## src/rtl/mips_defs.sv

```systemverilog
// Shared opcode/funct constants, FSM state encoding and decode bundle for the
// multicycle MIPS core.
package mips_defs;

  localparam int unsigned XLEN    = 32;
  localparam int unsigned RADDR_W = 5;

  typedef enum logic [2:0] {
    S_IF  = 3'd0,
    S_ID  = 3'd1,
    S_EX  = 3'd2,
    S_MEM = 3'd3,
    S_WB  = 3'd4
  } state_t;

  localparam logic [5:0] OP_RTYPE = 6'h00;
  localparam logic [5:0] OP_J     = 6'h02;
  localparam logic [5:0] OP_JAL   = 6'h03;
  localparam logic [5:0] OP_BEQ   = 6'h04;
  localparam logic [5:0] OP_BNE   = 6'h05;
  localparam logic [5:0] OP_ADDI  = 6'h08;
  localparam logic [5:0] OP_LW    = 6'h23;
  localparam logic [5:0] OP_SW    = 6'h2B;

  localparam logic [5:0] FN_SLL = 6'h00;
  localparam logic [5:0] FN_SRL = 6'h02;
  localparam logic [5:0] FN_JR  = 6'h08;
  localparam logic [5:0] FN_ADD = 6'h20;
  localparam logic [5:0] FN_SUB = 6'h22;
  localparam logic [5:0] FN_AND = 6'h24;
  localparam logic [5:0] FN_OR  = 6'h25;
  localparam logic [5:0] FN_SLT = 6'h2A;

  typedef struct packed {
    logic               legal;
    logic               reg_we;
    logic [RADDR_W-1:0] dst;
    logic               is_load;
    logic               is_store;
  } dec_t;

endpackage

```

## src/rtl/mips_regfile.sv

```systemverilog
// Register file: two combinational read ports, one synchronous write port;
// register 0 reads as zero and ignores writes.
module mips_regfile
  import mips_defs::*;
#(
  parameter int unsigned NREGS = 32
) (
  input  logic               clk,
  input  logic               rst_n,
  input  logic [RADDR_W-1:0] ra1,
  input  logic [RADDR_W-1:0] ra2,
  input  logic [RADDR_W-1:0] wa,
  input  logic               we,
  input  logic [XLEN-1:0]    wd,
  output logic [XLEN-1:0]    rd1_c,
  output logic [XLEN-1:0]    rd2_c
);

  logic [XLEN-1:0] regs [NREGS];

  always_ff @(posedge clk) begin
    if (!rst_n) begin
      for (int i = 0; i < NREGS; i++) regs[i] <= '0;
    end else if (we && (wa != '0)) begin
      regs[wa] <= wd;
    end
  end

  assign rd1_c = (ra1 == '0) ? '0 : regs[ra1];
  assign rd2_c = (ra2 == '0) ? '0 : regs[ra2];

endmodule

```

## src/rtl/mips_multicycle_core.sv

```systemverilog
// Multicycle MIPS subset core: IF/ID/EX/MEM/WB FSM with decode, ALU and
// registered memory-interface outputs.
module mips_multicycle_core
  import mips_defs::*;
#(
  parameter int unsigned DADDR_W  = 7,
  parameter logic [31:0] RESET_PC = 32'h0000_0000,
  parameter int unsigned NREGS    = 32
) (
  input  logic               clk,
  input  logic               rst_n,
  output logic [31:0]        IR_addr,
  input  logic [31:0]        IR,
  input  logic               IR_valid,
  input  logic [31:0]        ReadDataMem,
  input  logic               mem_ready,
  output logic               CEN,
  output logic               WEN,
  output logic               OEN,
  output logic [DADDR_W-1:0] A,
  output logic [31:0]        Data2Mem,
  output logic               retire,
  output logic               illegal
);

  state_t state, state_nx;
  logic [XLEN-1:0] pc, ir, opa, opb, imm_ext, alu_out, npc, mdr;
  logic [XLEN-1:0] rd1_c, rd2_c, alu_c, npc_c, pc4_c, wdata_c;
  dec_t dec_c;

  logic               cen_nx, wen_nx, oen_nx, retire_nx, illegal_nx;
  logic [DADDR_W-1:0] a_nx;
  logic [XLEN-1:0]    d2m_nx;

  logic [5:0]         op, funct;
  logic [RADDR_W-1:0] rs, rt, rd, shamt;

  assign op      = ir[31:26];
  assign rs      = ir[25:21];
  assign rt      = ir[20:16];
  assign rd      = ir[15:11];
  assign shamt   = ir[10:6];
  assign funct   = ir[5:0];
  assign pc4_c   = pc + 32'd4;
  assign wdata_c = dec_c.is_load ? mdr : alu_out;
  assign IR_addr = pc;

  mips_regfile #(.NREGS(NREGS)) u_regfile (
    .clk  (clk),
    .rst_n(rst_n),
    .ra1  (rs),
    .ra2  (rt),
    .wa   (dec_c.dst),
    .we   ((state == S_WB) && dec_c.reg_we),
    .wd   (wdata_c),
    .rd1_c(rd1_c),
    .rd2_c(rd2_c)
  );

  // Decode, ALU and next-PC; operands are the registers captured in ID.
  always_comb begin
    dec_c       = '0;
    dec_c.legal = 1'b1;
    dec_c.dst   = rd;
    alu_c       = '0;
    npc_c       = pc4_c;
    case (op)
      OP_RTYPE: begin
        dec_c.reg_we = 1'b1;
        case (funct)
          FN_ADD: alu_c = opa + opb;
          FN_SUB: alu_c = opa - opb;
          FN_AND: alu_c = opa & opb;
          FN_OR:  alu_c = opa | opb;
          FN_SLT: alu_c = {31'd0, $signed(opa) < $signed(opb)};
          FN_SLL: alu_c = opb << shamt;
          FN_SRL: alu_c = opb >> shamt;
          FN_JR: begin
            dec_c.reg_we = 1'b0;
            npc_c        = opa;
          end
          default: begin
            dec_c.reg_we = 1'b0;
            dec_c.legal  = 1'b0;
          end
        endcase
      end
      OP_ADDI: begin
        dec_c.reg_we = 1'b1;
        dec_c.dst    = rt;
        alu_c        = opa + imm_ext;
      end
      OP_LW: begin
        dec_c.reg_we  = 1'b1;
        dec_c.dst     = rt;
        dec_c.is_load = 1'b1;
        alu_c         = opa + imm_ext;
      end
      OP_SW: begin
        dec_c.is_store = 1'b1;
        alu_c          = opa + imm_ext;
      end
      OP_BEQ: if (opa == opb) npc_c = pc4_c + (imm_ext << 2);
      OP_BNE: if (opa != opb) npc_c = pc4_c + (imm_ext << 2);
      OP_J:   npc_c = {pc4_c[31:28], ir[25:0], 2'b00};
      OP_JAL: begin
        dec_c.reg_we = 1'b1;
        dec_c.dst    = 5'd31;
        alu_c        = pc4_c;
        npc_c        = {pc4_c[31:28], ir[25:0], 2'b00};
      end
      default: dec_c.legal = 1'b0;
    endcase
  end

  always_ff @(posedge clk) begin
    if (!rst_n) state <= S_IF;
    else        state <= state_nx;
  end

  always_comb begin
    state_nx = state;
    case (state)
      S_IF:    if (IR_valid) state_nx = S_ID;
      S_ID:    state_nx = S_EX;
      S_EX:    state_nx = (dec_c.is_load || dec_c.is_store) ? S_MEM : S_WB;
      S_MEM:   if (mem_ready) state_nx = S_WB;
      S_WB:    state_nx = S_IF;
      default: state_nx = S_IF;
    endcase
  end

  // Next values of the registered outputs; memory address/data latch on EX->MEM.
  always_comb begin
    cen_nx     = 1'b1;
    wen_nx     = 1'b1;
    oen_nx     = 1'b1;
    a_nx       = A;
    d2m_nx     = Data2Mem;
    retire_nx  = 1'b0;
    illegal_nx = 1'b0;
    if (state_nx == S_MEM) begin
      cen_nx = 1'b0;
      wen_nx = !dec_c.is_store;
      oen_nx = !dec_c.is_load;
    end
    if ((state == S_EX) && (state_nx == S_MEM)) begin
      a_nx = alu_c[DADDR_W-1:0];
      if (dec_c.is_store) d2m_nx = opb;
    end
    if (state_nx == S_WB) begin
      retire_nx  = 1'b1;
      illegal_nx = !dec_c.legal;
    end
  end

  always_ff @(posedge clk) begin
    if (!rst_n) begin
      CEN      <= 1'b1;
      WEN      <= 1'b1;
      OEN      <= 1'b1;
      A        <= '0;
      Data2Mem <= '0;
      retire   <= 1'b0;
      illegal  <= 1'b0;
    end else begin
      CEN      <= cen_nx;
      WEN      <= wen_nx;
      OEN      <= oen_nx;
      A        <= a_nx;
      Data2Mem <= d2m_nx;
      retire   <= retire_nx;
      illegal  <= illegal_nx;
    end
  end

  always_ff @(posedge clk) begin
    if (!rst_n) begin
      pc      <= RESET_PC;
      ir      <= '0;
      opa     <= '0;
      opb     <= '0;
      imm_ext <= '0;
      alu_out <= '0;
      npc     <= '0;
      mdr     <= '0;
    end else begin
      case (state)
        S_IF: if (IR_valid) ir <= IR;
        S_ID: begin
          opa     <= rd1_c;
          opb     <= rd2_c;
          imm_ext <= {{16{ir[15]}}, ir[15:0]};
        end
        S_EX: begin
          alu_out <= alu_c;
          npc     <= npc_c;
        end
        S_MEM: if (mem_ready) mdr <= ReadDataMem;
        S_WB:  pc <= npc;
        default: ;
      endcase
    end
  end

endmodule

```

## config.mk

```make
export PLATFORM = sky130hd
export DESIGN_NAME = mips_multicycle_core
export DESIGN_NICKNAME = d
export VERILOG_FILES = /design/src/rtl/mips_defs.sv /design/src/rtl/mips_regfile.sv /design/src/rtl/mips_multicycle_core.sv
export SDC_FILE = /design/constraint.sdc
export NUM_CORES = 2
export LEC_CHECK = 0
export ABC_AREA = 1
export BUFFER_PORTS_ARGS = -buffer_cell sky130_fd_sc_hd__clkbuf_2
export CAP_MARGIN = 0
export CORE_MARGIN = 3
export CORE_UTILIZATION = 33
export DETAILED_ROUTE_END_ITERATION = 7
export SLEW_MARGIN = 20
export SYNTH_ARGS = -nofsm -noshare
export SYNTH_HDL_FRONTEND = slang
export SYNTH_SLANG_ARGS = --single-unit
```

## constraint.sdc

```tcl
create_clock -name clk -period 4.9 [get_ports clk]
set_input_delay 0.98 -clock clk [delete_from_list [all_inputs] [get_ports clk]]
set_output_delay 0.98 -clock clk [all_outputs]
set_load 0.005 [all_outputs]
```

==> impl_metrics.yaml <==
run_status:
  status: "complete, but fails checks"
  violations: "design-rule violations"
clock_network:
  numCtsBuffers: 145
  clockBufferDepth: 3
  root_buffer: "clkbuf_16"
  post_cts_buffers: 0
  cts_tree: "done"
  cts_resized: 0
  path_clk_slew_ps: 60
  holdBufCountCts: 0
  insertion_delay_ps: 830
  cts_sinks: 1321
  htree_levels: 4
setup_path:
  cpMostUsedCell: "nand2_1"
  path_delay_family: "simple AND/OR/NAND/NOR gates"
  path_cells: "inv_1 -> nor4_1 -> nand2_1 -> xor2_1 -> inv_1 -> ha_1 -> inv_1 -> o21ai_0 -> a21oi_1 -> nand2_1 -> nand3_1 -> nand2_1 -> nand2_1 -> nand2_1 -> a21oi_1 -> o21ai_0 -> a31oi_1"
  reg2reg_depth: 17
  critPathBufInv: 3
  end_kind: "flip-flop"
  cp.required_ps: 5560
  path_class: "reg2reg"
  r2r-start: "IR_addr[5]"
  r2r-end: "npc[22]"
  crit_fanout: 5
  arrival_ps: 4960
  slowest_stage: "o21ai_0"
  ff2ff_setup_slack_ps: 600
  max_stage_delay_ps: 650
  cp-start-kind: "flip-flop"
global_route:
  globalRouteOverflowTotal: 0
  track_usage_pct: 28.2
  grt_start_max_net_pins: 145
  grt_pass1_vias: 73700
  antenna_found_initial: 18
  grt_pass1_wl_mm: 515
drt:
  drc_errors: 1
  routed_wirelength_mm: 362
  vias: 78800
  drtPass1Iterations: 8
  antenna_left: 0
  drt_first_iter_violations: 12300
  vias_per_cell: 6.07
  routedWlPerCell_um: 27.9
sta:
  max_slew_margin_pct: 21.6
  fin_crit_sh_pct: 87.8
  worst_pin_slew_ps: 1150
  setup_violations: 0
  slew_violations: 0
  skew_ps: 57.6
  fin_crit_ps: 4300
  finalHoldViolations: 0
  rsz0062_at_grt: "no"
  fin_hold_ws_ps: 403
  fmax_mhz: 233
  tns_ps: 0
worst_hold_path:
  hold_depth: 3
  hold_class: "in2reg"
  whs_endpoint: "mdr[14]"
  hold_start: "ReadDataMem[14]"
floorplanning:
  die_area_sq_um: 246000
  initial_core_util_pct: 33.3
  dieHeight_um: 496
  core-area_sq_um: 239000
  die_w_um: 496
  io_pins: 144
  rows: 179
place:
  portBuffers: 143
  gp_congestion: 1.08
  hpwlAfterDp_mm: 245
yosys:
  syn_inst: 9870
  yosysSeqAreaShare_pct: 46.2
  yosys_warnings: 0
  avgSynthCellArea_sq_um: 8.04
  ys_ff_latch: 1321
  syn_area_sq_um: 79400
  synth_cell_types: 55
flow_run:
  cap_violations: 0
cells_and_area:
  drive_gt1_share_pct: 8.11
  area_growth_pct: 12.4
  layout_commonest_cell: "nand2_1"
  layout_common_cells: "nand2_1, nor2_1, edfxtp_1, nand3_1, a21oi_1"
  nFillCells: 24300
  nets: 9919
power_and_ir_drop:
  p_leak_nw: 32.2
  power_density_nw_per_um2: 342
  ir_drop_v: 0.000373
  p_total_mw: 30.5
## per-layer routing
metal	track usage [%]	up-vias	share of wire, %
met1	37.3	38000	39
li1	-	34200	-
met2	43.3	5621	44
met5	0	-	0.0097
met4	13.0	6	5.3
met3	7.31	932	13
## where the power goes
| group | total, mW | switching (mW) | leakage, nW | internal [mW] |
|---|---|---|---|---|
| Combinational | 6.61 | 4.88 | 17.0 | 1.73 |
| Sequential | 12.9 | 0.424 | 13.0 | 12.5 |
| Clock | 11.1 | 4.97 | 2.26 | 6.08 |
## worst min-delay path, stage by stage
cell and delay [ps]:
clkbuf_2 80, nor2_1 30, nor2_1 80
## worst max path at each step
stage | endpoint | cells after the start | startpoint
2_1_floorplan | u_regfile.regs[12][0] | 12 | ir[31]
3_3_place_gp | npc[22] | 17 | IR_addr[5]
3_5_place_dp | u_regfile.regs[1][20] | 14 | ir[27]
4_1_cts | u_regfile.regs[1][18] | 14 | ir[27]
5_1_grt | npc[22] | 18 | IR_addr[2]
6_report | npc[22] | 17 | IR_addr[5]
## state kept, by name (all words and copies together), names as in the netlist, named ones only
name / cells
Data2Mem: 32
alu_out: 32
opb: 32
WEN: 1
opa: 32
retire: 1
illegal: 1
state: 3
npc: 32
u_regfile.regs: 1024
mdr: 32
OEN: 1
CEN: 1
imm_ext: 16
A: 7
ir: 32
IR_addr: 32
## cells in the mapped netlist (all sizes together)
cell | instances | share of area (%)
nand2 | 1960 | 9.3
nor2 | 1493 | 7.1
edfxtp | 1024 | 39
clkbuf | 711 | 3.4
nand3 | 683 | 4.3
a21oi | 653 | 4.1
inv | 592 | 2.8
o21ai | 574 | 3.6
dfxtp | 297 | 7.5
o211ai | 287 | 2.7
mux2i | 281 | 3.5
nor3 | 268 | 1.7
o221ai | 261 | 2.9
a32oi | 260 | 2.9
ha | 162 | 2.6
buf | 105 | 0.59
nand4 | 50 | 0.39
o22ai | 28 | 0.22
xor2 | 23 | 0.25
and2 | 19 | 0.15
nand3b | 17 | 0.16
a22oi | 16 | 0.17
a31oi | 14 | 0.11
o21bai | 13 | 0.12
a21o | 12 | 0.11
or2 | 12 | 0.095
nor4 | 10 | 0.079
clkinv | 8 | 0.038
o21a | 8 | 0.076
a221oi | 4 | 0.044
fa | 4 | 0.10
o2111ai | 4 | 0.044
and3 | 3 | 0.024
xnor2 | 3 | 0.033
a41oi | 2 | 0.022
o31ai | 2 | 0.019
a211oi | 1 | 0.0095
a21boi | 1 | 0.0095
conb | 1 | 0.0047
nor3b | 1 | 0.0095
o211a | 1 | 0.013
o311ai | 1 | 0.011
o41ai | 1 | 0.011
## stage by stage
stage,setup slack [ps],cell area [sq um],util [%],instances
after floorplan,107,79500,-,9901
after CTS,655,89200,37.4,13000
after global placement,712,84500,35.4,12700
after detailed placement,682,84500,35.4,12700
after global routing,538,89200,37.4,13000
final,600,89200,37.4,13000
## logic make-up (layout without fill, tap and decap cells)
logic type / after synthesis / count (layout) / synth area share, %
other: 1 / 42 / 0.00472
XOR/XNOR: 26 / 26 / 0.287
AO/OA/AOI/OAI: 2143 / 2143 / 17.2
multiplexers: 281 / 281 / 3.54
buffers and inverters: 1416 / 1315 / 6.79
AND/OR/NAND/NOR: 4516 / 4516 / 23.3
adder cells (fa/ha/maj): 166 / 166 / 2.65
flip-flops: 1321 / 1321 / 46.2
## final cells by class
type | instances | area, sq um | share of cell area [%]
Clock buffer | 192 | 3980 | 4.46
Inverter | 600 | 2270 | 2.55
Antenna cell | 10 | 25.0 | 0.0280
Timing Repair Buffer | 453 | 3610 | 4.05
Sequential cell | 1321 | 36700 | 41.2
Multi-Input combinational cell | 7164 | 38000 | 42.6
Tap cell | 3167 | 3960 | 4.44
Clock inverter | 70 | 671 | 0.752
No activity file was read; power rests on OpenSTA's default activity.
